[config.mk]
export PLATFORM = sky130hd
export DESIGN_NAME = tcam7x64_ctrl
export DESIGN_NICKNAME = d
export VERILOG_FILES = /design/src/rtl/tcam7x64_ctrl.sv
export SDC_FILE = /design/constraint.sdc
export NUM_CORES = 1
export LEC_CHECK = 0
export BUFFER_PORTS_ARGS = -buffer_cell sky130_fd_sc_hd__buf_2
export CAP_MARGIN = 10
export CORE_UTILIZATION = 40
export DETAILED_ROUTE_END_ITERATION = 12
export GPL_ROUTABILITY_DRIVEN = 0
export MAX_ROUTING_LAYER = met4
export PLACE_DENSITY = 0.66
export SYNTH_ARGS = -nofsm -noshare
export SYNTH_HDL_FRONTEND = slang
export SYNTH_SLANG_ARGS = --single-unit
[constraint.sdc]
create_clock -name clk_i -period 2.44 [get_ports clk_i]
set_input_delay 0.244 -clock clk_i [delete_from_list [all_inputs] [get_ports clk_i]]
set_output_delay 0.244 -clock clk_i [all_outputs]
set_load 0.05 [all_outputs]
[src/rtl/tcam7x64_ctrl.sv]
// Sequencing controller for a 7-bit-key, 64-entry SRAM-backed TCAM.
// Converts searches into single-row reads and ternary writes into 128 read-modify-write steps.
module tcam7x64_ctrl #(
    parameter int unsigned KEY_W   = 7,
    parameter int unsigned ENTRIES = 64,
    parameter int unsigned ROW_W   = 32
) (
    input  logic                         clk_i,
    input  logic                         rst_ni,
    input  logic                         sch_valid_i,
    output logic                         sch_ready_o,
    input  logic [KEY_W-1:0]             sch_key_i,
    output logic                         rsp_valid_o,
    output logic [ENTRIES-1:0]           rsp_match_o,
    output logic                         rsp_hit_o,
    output logic [$clog2(ENTRIES)-1:0]   rsp_idx_o,
    input  logic                         upd_valid_i,
    output logic                         upd_ready_o,
    input  logic [$clog2(ENTRIES)-1:0]   upd_idx_i,
    input  logic [KEY_W-1:0]             upd_pat_i,
    input  logic [KEY_W-1:0]             upd_care_i,
    input  logic                         upd_en_i,
    output logic                         upd_done_o,
    output logic                         busy_o,
    output logic                         tcam_csb_o,
    output logic                         tcam_web_o,
    output logic [ROW_W/8-1:0]           tcam_wmask_o,
    output logic [KEY_W:0]               tcam_addr_o,
    output logic [ROW_W-1:0]             tcam_wdata_o,
    input  logic [ENTRIES-1:0]           tcam_rdata_i
);

    localparam int unsigned IDX_W = $clog2(ENTRIES);

    typedef enum logic [2:0] {IDLE, S_RD, S_RSP, U_RD, U_WR} state_t;

    state_t                 state_q;
    logic [KEY_W-1:0]       key_q;
    logic [IDX_W-1:0]       idx_q;
    logic [KEY_W-1:0]       pat_q;
    logic [KEY_W-1:0]       care_q;
    logic                   en_q;
    logic [KEY_W-1:0]       k_q;
    logic                   sch_last_q;
    logic                   upd_act_q;
    logic                   rsp_valid_q;
    logic [ENTRIES-1:0]     rsp_match_q;
    logic                   rsp_hit_q;
    logic [IDX_W-1:0]       rsp_idx_q;
    logic                   upd_done_q;

    logic                   upd_pending;
    logic                   grant_ok;
    logic                   sch_acc;
    logic                   upd_acc;
    logic                   new_bit;
    logic [ROW_W-1:0]       wr_row;
    logic [IDX_W-1:0]       pe_idx;

    assign upd_pending = ((state_q == IDLE) && upd_valid_i) || upd_act_q;
    assign grant_ok    = !(sch_last_q && upd_pending);
    assign sch_ready_o = rst_ni && grant_ok && ((state_q == IDLE) || (state_q == U_WR));
    assign upd_ready_o = rst_ni && (state_q == IDLE) && !(sch_valid_i && grant_ok);
    assign sch_acc     = sch_valid_i && sch_ready_o;
    assign upd_acc     = upd_valid_i && upd_ready_o;

    assign new_bit = en_q && (((k_q ^ pat_q) & care_q) == '0);

    always_comb begin
        wr_row = idx_q[IDX_W-1] ? tcam_rdata_i[ROW_W +: ROW_W] : tcam_rdata_i[ROW_W-1:0];
        wr_row[idx_q[IDX_W-2:0]] = new_bit;
    end

    // Lowest set bit wins: scan from the top so the last hit assigned is the smallest index.
    always_comb begin
        pe_idx = '0;
        for (int unsigned i = ENTRIES; i > 0; i--) begin
            if (tcam_rdata_i[i-1]) pe_idx = IDX_W'(i - 1);
        end
    end

    always_comb begin
        tcam_csb_o   = 1'b1;
        tcam_web_o   = 1'b1;
        tcam_wmask_o = '0;
        tcam_addr_o  = '0;
        tcam_wdata_o = '0;
        case (state_q)
            S_RD: begin
                tcam_csb_o  = 1'b0;
                tcam_addr_o = {1'b0, key_q};
            end
            U_RD: begin
                tcam_csb_o  = 1'b0;
                tcam_addr_o = {1'b0, k_q};
            end
            U_WR: begin
                tcam_csb_o   = 1'b0;
                tcam_web_o   = 1'b0;
                tcam_addr_o  = {idx_q[IDX_W-1], k_q};
                tcam_wmask_o[idx_q[IDX_W-2:3]] = 1'b1;
                tcam_wdata_o = wr_row;
            end
            default: ;
        endcase
    end

    always_ff @(posedge clk_i or negedge rst_ni) begin
        if (!rst_ni) begin
            state_q     <= IDLE;
            key_q       <= '0;
            idx_q       <= '0;
            pat_q       <= '0;
            care_q      <= '0;
            en_q        <= 1'b0;
            k_q         <= '0;
            sch_last_q  <= 1'b0;
            upd_act_q   <= 1'b0;
            rsp_valid_q <= 1'b0;
            rsp_match_q <= '0;
            rsp_hit_q   <= 1'b0;
            rsp_idx_q   <= '0;
            upd_done_q  <= 1'b0;
        end else begin
            rsp_valid_q <= 1'b0;
            upd_done_q  <= 1'b0;
            case (state_q)
                IDLE: begin
                    if (sch_acc) begin
                        key_q      <= sch_key_i;
                        sch_last_q <= 1'b1;
                        state_q    <= S_RD;
                    end else if (upd_acc) begin
                        idx_q      <= upd_idx_i;
                        pat_q      <= upd_pat_i;
                        care_q     <= upd_care_i;
                        en_q       <= upd_en_i;
                        k_q        <= '0;
                        upd_act_q  <= 1'b1;
                        sch_last_q <= 1'b0;
                        state_q    <= U_RD;
                    end
                end
                S_RD: state_q <= S_RSP;
                S_RSP: begin
                    rsp_valid_q <= 1'b1;
                    rsp_match_q <= tcam_rdata_i;
                    rsp_hit_q   <= |tcam_rdata_i;
                    rsp_idx_q   <= pe_idx;
                    state_q     <= upd_act_q ? U_RD : IDLE;
                end
                U_RD: state_q <= U_WR;
                U_WR: begin
                    // The completed key step clears sch_last even when a search is granted here,
                    // so a steadily requesting search gets one slot per key step.
                    sch_last_q <= 1'b0;
                    if (sch_acc) key_q <= sch_key_i;
                    if (k_q == '1) begin
                        upd_done_q <= 1'b1;
                        upd_act_q  <= 1'b0;
                        k_q        <= '0;
                        state_q    <= sch_acc ? S_RD : IDLE;
                    end else begin
                        k_q     <= k_q + 1'b1;
                        state_q <= sch_acc ? S_RD : U_RD;
                    end
                end
                default: state_q <= IDLE;
            endcase
        end
    end

    assign rsp_valid_o = rsp_valid_q;
    assign rsp_match_o = rsp_match_q;
    assign rsp_hit_o   = rsp_hit_q;
    assign rsp_idx_o   = rsp_idx_q;
    assign upd_done_o  = upd_done_q;
    assign busy_o      = (state_q != IDLE);

endmodule

==> results.cfg, run 1 <==
[status]
outcome = finished with violations
violations = negative setup slack

[timing]
hold_violations = 0
maxSlewHeadroom = 0.5906
period_needed_ns = 2.565
fin_ws_ns = -0.1254
setup_viol = 32
drv_slew = 0
rsz0062_at_grt = yes
clock.fmax_mhz = 389.8
finalSetupTns_ns = -2.395
skew_ns = 0.006711
finalCritPeriodShare = 1.051
worstMarginPinSlew_ns = 0.6084

[clock_network]
numCtsBuffers = 17
clk-insertion-delay-late_ns = 0.42
clock_path_buffers = 2
clockRootBuffer = clkbuf_16
cts_tree = built
htreeDepth = 4
clkSinkCount = 113
clkSlewWorstSetupHoldPaths_ns = 0.05

[worst_setup_path]
r2r_end = rsp_hit_o
r2r_start = state_q[2]
critPathSlowestCell = dfrtp_1
max_stage_delay_ns = 0.38
cpLargestDelayFamily = compound AO/OA/AOI/OAI gates
critPathLaunchType = flip-flop
worstPathRequired_ns = 2.20
r2r_cells = 6
crit_path_frequent_cell = buf_12
crit_buf_inv = 2
critPathArrivalTime_ns = 2.32
cp_max_fo = 22
cp-end-kind = primary output
startpoint = pat_q[5]
r2r_slack_ns = 0.50
critPathKind = reg -> out
crit_path_cell_trace = xor2_1, a22o_1, a221oi_2, and4_4, buf_12, nor2_1, a211oi_2, buf_12

[grt]
grt_antenna_before_repair = 0
grt_pass1_vias = 6287
grt_pass1_wl_um = 34800
overflow = 0
grt_max_degree = 97
grt_use_total = 0.2877

[power]
ir_drop_mv = 0.5629
power_w = 0.01302
power_density_nw_per_um2 = 1472
leakage_nw = 4.354

[synth]
ys_warn_count = 0
post_synth.cell_area_avg_um2 = 8.308
synth_area_leaders = dfrtp_1 (44%), nand2_1 (13%), mux2i_1 (4.8%)
ys_seq_area_frac = 0.4381
synth_ff_type = dfrtp_1
synth_area_leader_cell = dfrtp_1
yosysTopAreaCellShare = 0.4381
synth_cell_types = 57
synth_area_um2 = 6455
ys_seq_elements = 113
async_reset_ff_frac = 1.000
syn-num-nets = 874
synth_cells = 777
synth_edf_count = 0

[cells_and_area]
area_delta_synth_final_pct = 37.10
multi_input_area_um2 = 3341
nFillCells = 1471
mostFrequentLayoutCells = nand2_1 (230), buf_2 (184), dfrtp_1 (112), nor2_1 (63), o21ai_0 (42)
n_antenna_cell = 0
seqCellArea_um2 = 2829
final_cell_area_um2 = 8850
fin_cells = 1225
final_common_cell = nand2_1
drive_above_1_share = 0.3211
fin_nets = 1093

[floorplan]
start_util = 0.4078
fp.dieH_um = 129.0
core_area_um2 = 15830
die-area_um2 = 16650
die_w_um = 129.0
ios = 218
num_rows = 46

[route]
drtIter0Drc = 484
drc = 0
top_layer = met4
wirelength_um = 23030
via_count = 6653
viasPerCell = 5.431
antenna_left = 0
m1WireLength_um = 10240
met3WireLength_um = 1764
wl_per_cell_um = 18.80
wl_met2_um = 10370
drt_pass1_iterations = 5

[placement]
dpl.cell_count = 1192
placed_area_um2 = 8149
hpwlAfterDp_um = 17230
numPortBuffers = 217

[hold_path]
hold_depth = 3
hold_start = sch_key_i[3]
hold_class = in -> reg
min_to = key_q[3]

[flow_run]
drv_cap = 0
layout make-up:
class | instances | share of cell area
Clock buffer | 19 | 0.04892
Tap cell | 216 | 0.03054
Sequential cell | 113 | 0.3197
Timing Repair Buffer | 248 | 0.1971
Inverter | 19 | 0.008059
Multi-Input combinational cell | 597 | 0.3775
Clock inverter | 13 | 0.01824
routing by layer:
layer	vias to the layer above	track usage
met4	0	0.1218
li1	3116	-
met5	-	-
met3	59	0.06647
met2	321	0.4318
met1	3157	0.3729
sequential cells by signal, summed over array words and instances, names as in the netlist, 3 cells and up:
register,count
key_q,7
state_q,3
idx_q,6
care_q,7
k_q,7
rsp_idx_o,6
rsp_match_o,64
pat_q,7
logic make-up (layout without fill, tap and decap cells):
family	count (synthesis)	in the layout	share of synthesized area
AND/OR/NAND/NOR	377	377	0.2516
adder cells (fa/ha/maj)	1	1	0.001938
AO/OA/AOI/OAI	155	155	0.1597
flip-flops	113	113	0.4381
buffers and inverters	67	299	0.04768
XOR/XNOR	12	12	0.01628
multiplexers	52	52	0.08471
stage by stage:
step,hold slack [ns],utilization,setup slack [ns]
final,0.01664,0.5591,-0.1254
after global routing,0.01461,0.5591,-0.2396
after CTS,0.005576,0.5578,-0.1426
after detailed placement,0.1550,0.5149,0.2343
after global placement,0.1575,0.5149,0.2855
after floorplan,-0.05159,-,-0.007943
tightest hold or removal path: cells and delay by family:
| family | cells | cell delay [ns] |
|---|---|---|
| and+or+nand+nor | 2 | 0.09 |
| buffers and inverters | 1 | 0.07 |
power breakdown:
group | internal, W | switching, W
sequential | 0.00273 | 0.000568
clock | 0.00160 | 0.000924
combinational | 0.00210 | 0.00510
synthesized netlist by cell type (13+ instances only):
cell type / count
mux2_2: 21
inv_1: 19
dfrtp_1: 113
mux2i_1: 31
nor2_1: 64
nor4_1: 15
nor3_1: 15
o21ai_0: 42
nand2_1: 230
buf_2: 13
a21oi_1: 38
clkbuf_1: 25
a31oi_1: 15
worst max-delay path by stage:
stage                        to  cells after the start
2_1_floorplan  tcam_wdata_o[18]                      6
5_1_grt         tcam_wdata_o[1]                      8
3_5_place_dp    tcam_wdata_o[1]                      8
3_3_place_gp    tcam_wdata_o[0]                      8
4_1_cts         tcam_wdata_o[1]                      8
6_report        tcam_wdata_o[1]                      8
timing repair:
| item | 4_1_cts | 5_1_grt |
|---|---|---|
| buffers inserted | 0 | 0 |
| endpoints found under the hold margin | 17 | 0 |
| pin swaps | 11 | 3 |
| hold buffers | 1 | 0 |
| endpoints found under the setup margin | 32 | 39 |
| resized for setup | 25 | 7 |
No activity file was read; power rests on OpenSTA's default activity.
==> run 2: changes to the inputs <==
Settings changed: CORE_MARGIN set to 2.
Clock period 2.44 ns to 2.45 ns, I/O delays scaled along.
==> results.cfg, run 2 (same netlist as run 1, synthesis figures left out) <==
[grt]
grt_max_degree = 102
grt_antenna_before_repair = 0
grt_pass1_vias = 6211
overflow = 0
grt_pass1_wl_um = 34890
grt_use_total = 0.2769

[worst_setup_path]
critPathKind = reg -> out
critPathLaunchType = flip-flop
cp_max_fo = 23
crit_path_cell_trace = xor2_1, a22o_1, a221oi_2, and4_4, buf_12, nor2_1, a211oi_2, buf_12
r2r_start = state_q[2]
max_stage_delay_ns = 0.39
r2r_cells = 5
crit_path_frequent_cell = buf_12
r2r_slack_ns = 0.39
critPathSlowestCell = dfrtp_1
worstPathRequired_ns = 2.20
r2r_end = rsp_idx_o[5]
cp-end-kind = primary output
critPathArrivalTime_ns = 2.35

[cells_and_area]
final_util = 0.5608
area_delta_synth_final_pct = 37.51
largest_reg_flops = 64
drive_above_1_share = 0.3241
final_common_cell = nand2_1
fin_nets = 1095
n_antenna_cell = 0
final_cell_area_um2 = 8876
mostFrequentLayoutCells = nand2_1 (230), buf_2 (184), dfrtp_1 (112), nor2_1 (61), o21ai_0 (42)

[timing]
fin_ws_ns = -0.1485
hold_violations = 0
clock.fmax_mhz = 384.8
holdWs_ns = 0.01705
setup_viol = 32
drv_slew = 0
skew_ns = 0.009728
finalCritPeriodShare = 1.061
maxSlewHeadroom = 0.5992
rsz0062_at_grt = yes
worstMarginPinSlew_ns = 0.5957
period_needed_ns = 2.599

[placement]
dp_slack_ns = 0.2590
placed_area_um2 = 8162
hpwlAfterDp_um = 17360
numPortBuffers = 217

[floorplan]
die_w_um = 131.0
core_area_um2 = 15830
num_rows = 46
die-area_um2 = 17170
start_util = 0.4078
ios = 218
fp.dieH_um = 131.0

[power]
leakage_nw = 4.377
ir_drop_mv = 0.5734
power_density_nw_per_um2 = 1461

[hold_path]
hold_start = sch_key_i[2]
hold_depth = 3
min_to = key_q[2]
hold_class = in -> reg

[clock_network]
numCtsBuffers = 17
clock_path_buffers = 2
cts_tree = built
clk-insertion-delay-late_ns = 0.41
clkSlewWorstSetupHoldPaths_ns = 0.05
clockRootBuffer = clkbuf_16
htreeDepth = 4
clkSinkCount = 113

[route]
viasPerCell = 5.469
wirelength_um = 23030
via_count = 6700
antenna_left = 0
wl_per_cell_um = 18.80
drtIter0Drc = 502
drc = 0
drt_pass1_iterations = 6

[status]
outcome = finished with violations
violations = negative setup slack

[flow_run]
drv_cap = 0
[run 2: cell types whose count changed in the layout (fill, tap and decap cells not counted), moves of 2 or more]
| cell | delta |
|---|---|
| buf_4 | +3 |
| buf_6 | -2 |
| clkbuf_8 | +2 |
| inv_6 | -2 |
| nor2_1 | -2 |
| nor2_2 | +2 |
[run 2: layout make-up]
| type | count | area, um^2 |
|---|---|---|
| clock buffer | 20 | 456.7 |
| clock inverter | 10 | 136.4 |
| fill | 1434 | 6952 |
| inverter | 19 | 71.32 |
| multi-input combinational | 597 | 3353 |
| sequential | 113 | 2829 |
| tap | 216 | 270.3 |
| timing repair buffer | 250 | 1759 |
[run 2: stage by stage]
step	TNS [ns]	std cells	total power, W
4_1_cts	-3.457	1225	0.01297
3_3_place_gp	0	1194	0.01028
3_5_place_dp	0	1194	0.01038
5_1_grt	-7.471	1225	0.01372
6_report	-3.047	1225	0.01297
2_1_floorplan	0	777	0.008293
[run 2: what timing repair did]
item / 4_1_cts / 5_1_grt
hold endpoints to repair: 12 / 0
pin swaps: 8 / 4
endpoints found under the setup margin: 32 / 37
setup buffers: 0 / 0
hold buffers: 1 / 0
gates resized for setup: 24 / 10
[run 2: worst max-delay path by stage]
stage | endpoint | cells past startpoint | from
after global placement | tcam_wdata_o[0] | 8 | pat_q[5]
final | tcam_wdata_o[8] | 8 | pat_q[5]
after global routing | tcam_wdata_o[31] | 8 | pat_q[5]
after CTS | tcam_wdata_o[8] | 8 | pat_q[5]
after floorplan | tcam_wdata_o[18] | 6 | state_q[0]
after detailed placement | tcam_wdata_o[8] | 8 | pat_q[5]
[run 2: per-layer routing]
layer  share of wire  global-route usage  up-vias
li1                -                   -     3125
met1            0.43              0.3690     3203
met2            0.46              0.4142      314
met3           0.082             0.06596       58
met4           0.029             0.09637        0
met5               0                   -        -
[run 2: critical path: cells and delay by family (launching register included)]
kind | cells | cell delay [ns]
flip-flops | 1 | 0.39
AND/OR/NAND/NOR | 2 | 0.35
AO/OA/AOI/OAI | 3 | 0.69
XOR/XNOR | 1 | 0.16
buffers and inverters | 2 | 0.35
[run 2: power breakdown]
| group | internal (W) | leakage (nW) | switching, W |
|---|---|---|---|
| logic | 0.00210 | 2.70 | 0.00507 |
| clock network | 0.00163 | 0.284 | 0.000875 |
| registers | 0.00272 | 1.39 | 0.000571 |
